### src/rtl/div_seq_restoring.sv
// Unsigned sequential restoring divider, one quotient bit per cycle.
// Valid/ready on both sides; one division in flight at a time.
module div_seq_restoring #(
    parameter  int N  = 8,
    localparam int CW = $clog2(N + 1)
) (
    input  logic         Clk,
    input  logic         rst_n,
    input  logic         in_valid,
    output logic         in_ready,
    input  logic [N-1:0] dividend,
    input  logic [N-1:0] divisor,
    output logic         out_valid,
    input  logic         out_ready,
    output logic [N-1:0] quotient,
    output logic [N-1:0] remainder,
    output logic         div_by_zero
);

    typedef enum logic [1:0] {IDLE, CALC, DONE} state_t;

    state_t        state_reg, state_next;
    logic [CW-1:0] count_reg, count_next;
    logic [N-1:0]  q_reg, q_next;
    logic [N-1:0]  d_reg, d_next;
    logic [N:0]    r_reg, r_next;
    logic [N-1:0]  quotient_reg, quotient_next;
    logic [N-1:0]  remainder_reg, remainder_next;
    logic          dbz_reg, dbz_next;

    // One restoring step: shift the next dividend bit into the partial remainder.
    logic [N:0]    trial;
    logic          trial_ge;
    logic [N:0]    r_step;
    logic [N-1:0]  q_step;

    always_comb begin
        trial    = {r_reg[N-1:0], q_reg[N-1]};
        trial_ge = (trial >= {1'b0, d_reg});
        r_step   = trial_ge ? (trial - {1'b0, d_reg}) : trial;
        q_step   = {q_reg[N-2:0], trial_ge};
    end

    always_ff @(posedge Clk) begin
        if (!rst_n) begin
            state_reg     <= IDLE;
            count_reg     <= '0;
            q_reg         <= '0;
            d_reg         <= '0;
            r_reg         <= '0;
            quotient_reg  <= '0;
            remainder_reg <= '0;
            dbz_reg       <= 1'b0;
        end else begin
            state_reg     <= state_next;
            count_reg     <= count_next;
            q_reg         <= q_next;
            d_reg         <= d_next;
            r_reg         <= r_next;
            quotient_reg  <= quotient_next;
            remainder_reg <= remainder_next;
            dbz_reg       <= dbz_next;
        end
    end

    always_comb begin
        state_next     = state_reg;
        count_next     = count_reg;
        q_next         = q_reg;
        d_next         = d_reg;
        r_next         = r_reg;
        quotient_next  = quotient_reg;
        remainder_next = remainder_reg;
        dbz_next       = dbz_reg;
        case (state_reg)
            IDLE: begin
                if (in_valid) begin
                    q_next     = dividend;
                    d_next     = divisor;
                    r_next     = '0;
                    count_next = '0;
                    if (divisor == '0) begin
                        // Zero divisor skips iteration entirely.
                        state_next     = DONE;
                        quotient_next  = '1;
                        remainder_next = dividend;
                        dbz_next       = 1'b1;
                    end else begin
                        state_next = CALC;
                    end
                end
            end
            CALC: begin
                q_next     = q_step;
                r_next     = r_step;
                count_next = count_reg + CW'(1);
                if (count_reg == CW'(N - 1)) begin
                    state_next     = DONE;
                    quotient_next  = q_step;
                    remainder_next = r_step[N-1:0];
                    dbz_next       = 1'b0;
                end
            end
            DONE: begin
                if (out_ready) state_next = IDLE;
            end
            default: state_next = IDLE;
        endcase
    end

    assign in_ready    = (state_reg == IDLE);
    assign out_valid   = (state_reg == DONE);
    assign quotient    = quotient_reg;
    assign remainder   = remainder_reg;
    assign div_by_zero = dbz_reg;

endmodule

### config.mk
export PLATFORM = sky130hd
export DESIGN_NAME = div_seq_restoring
export DESIGN_NICKNAME = d
export VERILOG_FILES = /design/src/rtl/div_seq_restoring.sv
export SDC_FILE = /design/constraint.sdc
export NUM_CORES = 1
export LEC_CHECK = 0
export ABC_AREA = 1
export CAP_MARGIN = 20
export CELL_PAD_IN_SITES_DETAIL_PLACEMENT = 1
export CELL_PAD_IN_SITES_GLOBAL_PLACEMENT = 2
export CORE_UTILIZATION = 32
export CTS_BUF_LIST = sky130_fd_sc_hd__clkbuf_8
export DETAILED_ROUTE_END_ITERATION = 10
export GPL_ROUTABILITY_DRIVEN = 0
export MAX_ROUTING_LAYER = met4
export PLACE_DENSITY_LB_ADDON = 0.12
export SYNTH_ARGS = -nofsm -noshare
export SYNTH_HDL_FRONTEND = slang
export SYNTH_SLANG_ARGS = --single-unit
### constraint.sdc
create_clock -name Clk -period 5.77 [get_ports Clk]
set_clock_uncertainty 0.2 [all_clocks]
set_input_delay 0.8655 -clock Clk [delete_from_list [all_inputs] [get_ports Clk]]
set_output_delay 0.8655 -clock Clk [all_outputs]
set_load 0.01 [all_outputs]
==> reports/metrics.cfg <==
[outcome]
status = finished, final reports clean

[detailed_routing]
via_per_inst = 4.83
first_iter_violations = 61
ant_nets = 0
vias = 2466
dr.pass1.iters = 4
detail_route.wl_per_cell_microns = 13.6
drc = 0
totalWireLength_mm = 6.94

[floorplanning]
start_util_pct = 33.7
ios = 39
die_w_microns = 90.4
coreArea_sq_um = 7410
fp.dieH_microns = 90.4
rows = 31
die_area_sq_um = 8170

[setup_path]
r2r_cells = 11
cp.arrival_ps = 3200
worstPathRequired_ps = 5820
slowest_stage = clkdlybuf4s50_1
setup.worst_path.end_class = flip-flop
cp_slowest_stage_delay_ps = 1130
crit_buf_inv = 3
critical_path_class = input port to flip-flop
path_max_fanout = 29
crit_path_cell_trace = clkdlybuf4s50_1 -> clkinv_1 -> nor2_1 -> nand2_1 -> inv_1
critPathTopFamily = buffers and inverters
cp.depth = 5
crit_path_start_kind = input port

[power]
ir_drop_v = 0.000244
p_leak_nw = 1.41
power_density_nw_per_um2 = 499
power_mw = 1.51

[cts]
cts.hold.buffers_added = 0
clk_latency_ps = 300
cts_tree = done
cts_setup_buffers = 0
ctsResizeCount = 0
cts_buffers = 5
cts_max_level = 2
clockRootBuffer = clkbuf_8
cts_buffer_depth = 2
cts.sinks = 47
cts.clk_slew.worst_paths_ps = 100

[synthesis]
synth-edff-count = 0
synth_top_area_cell = dfxtp_1
ys_seq_area_share_pct = 37.7
ys_top_cells_by_area = dfxtp_1 38%, nand2_1 12%, nand3_1 8.8%
syn_nets = 408
synth_top_area_share_pct = 37.7
mappedNetlistArea_sq_um = 2500
syn_inst = 378
synth.most_common_cell = nand2_1
ys.flop_type = dfxtp_1
synthDistinctLibCells = 26
synth_common_cells = 80 x nand2_1, 55 x inv_1, 47 x dfxtp_1
async_flop_share_pct = 0
ys_ff_latch = 47
post_synth.cell_area_avg_sq_um = 6.61
yosysWarnings = 0

[layout]
drive_gt1_share_pct = 3.16
num_antenna_cells = 0
final_nets = 441
fillers = 968
synthToLayoutAreaGrowth_pct = 21.4
multi_input_area_sq_um = 1280
seq_area_sq_um = 941

[sta]
post-route-min-period_ps = 3150
min_period_over_period_pct = 54.6
setup_tns_ps = 0
hold_viol = 0
slew-limit-headroom_pct = 33.3
setup_viol = 0
worstMarginPinSlew_ps = 998
rsz0062_at_grt = no
final_max_slew_viol_count = 0
max_freq_ghz = 0.317

[grt]
grt_pass1_wl_mm = 12.0
antenna_found_initial = 0
grt_max_degree = 36
overflow = 0
grtUsageTotal_pct = 18.5
grt_pass1_vias = 2528

[place]
numPortBuffers = 38
hpwl_mm = 5.37

[job]
cap_viol_max_count = 0

[worst_hold_path]
min_path_cells = 2
hold_path_class = flip-flop to flip-flop

per-layer routing:
layer,routed length (microns),vias up,part of all wire [%],track usage [%]
li1,-,1285,-,-
met5,0,-,0,-
met1,3420,1139,49,23.1
met3,160,9,2.3,2.78
met4,85,0,1.2,3.36
met2,3280,33,47,32.0
layout make-up:
cell class	count	area share, %
multi-input combinational	260	42.1
sequential	47	31.0
timing repair buffer	38	12.5
inverter	59	7.30
tap	99	4.08
clock buffer	5	2.27
clock inverter	3	0.660
worst paths after layout:
kind	slack, ps	end	from
worst max-delay path	2620	remainder[4]	rst_n
worst min-delay path	280	d_reg[3]	d_reg[3]
worst max register to register	3140	remainder[7]	state_reg[0]
worst min register to register	280	d_reg[3]	d_reg[3]
power breakdown:
part | leakage, nW | internal [mW] | switching [mW] | total [mW]
logic | 0.979 | 0.289 | 0.547 | 0.836
clock network | 0.0460 | 0.0857 | 0.121 | 0.207
registers | 0.385 | 0.412 | 0.0597 | 0.472
metrics by stage:
stage	hold WS [ps]	area (sq um)	utilization (%)	cells	worst slack (ps)
after global placement	263	2950	39.8	503	2340
final	278	3030	41.0	511	2620
after global routing	328	3030	41.0	511	2300
after floorplan	235	2500	-	378	3770
after CTS	282	3030	41.0	511	2580
after detailed placement	268	2950	39.8	503	2270
cells by family (layout without fill, tap and decap cells):
logic type | Yosys count | in the layout | synth area share [%]
AO/OA/AOI/OAI | 63 | 63 | 13.3
XOR/XNOR | 3 | 3 | 1.05
adder cells (fa/ha/maj) | 10 | 10 | 5.31
buffers and inverters | 71 | 105 | 11.2
flip-flops | 47 | 47 | 37.7
AND/OR/NAND/NOR | 184 | 184 | 31.5
worst register-to-register path, delay by kind of cell, from the launching register on:
family	cells	cell delay, ps
AND/OR/NAND/NOR	7	1270
flip-flops	1	430
buffers and inverters	3	400
AO/OA/AOI/OAI	1	230
placed cells by master (no fill, tap or decap):
cell             netlist  routed
nand2_1               80      80
inv_1                 55      56
dfxtp_1               47      47
nor2_1                45      45
nand3_1               44      44
clkdlybuf4s50_1        0      38
o21ai_0               25      25
a21oi_1               25      25
nand4_1               12      12
ha_1                   9       9
a31oi_1                7       7
clkbuf_8               0       5
inv_2                  3       3
o21ai_1                3       3
xor2_1                 3       3
clkinv_1               1       1
nor2_4                 1       1
o21ai_2                1       1
nor3_1                 1       1
nand2_2                1       1
a22oi_1                1       1
a211oi_1               1       1
fa_1                   1       1
inv_6                  0       1
clkinvlp_4             0       1
Note: power is estimated with default switching activity, not from simulation.
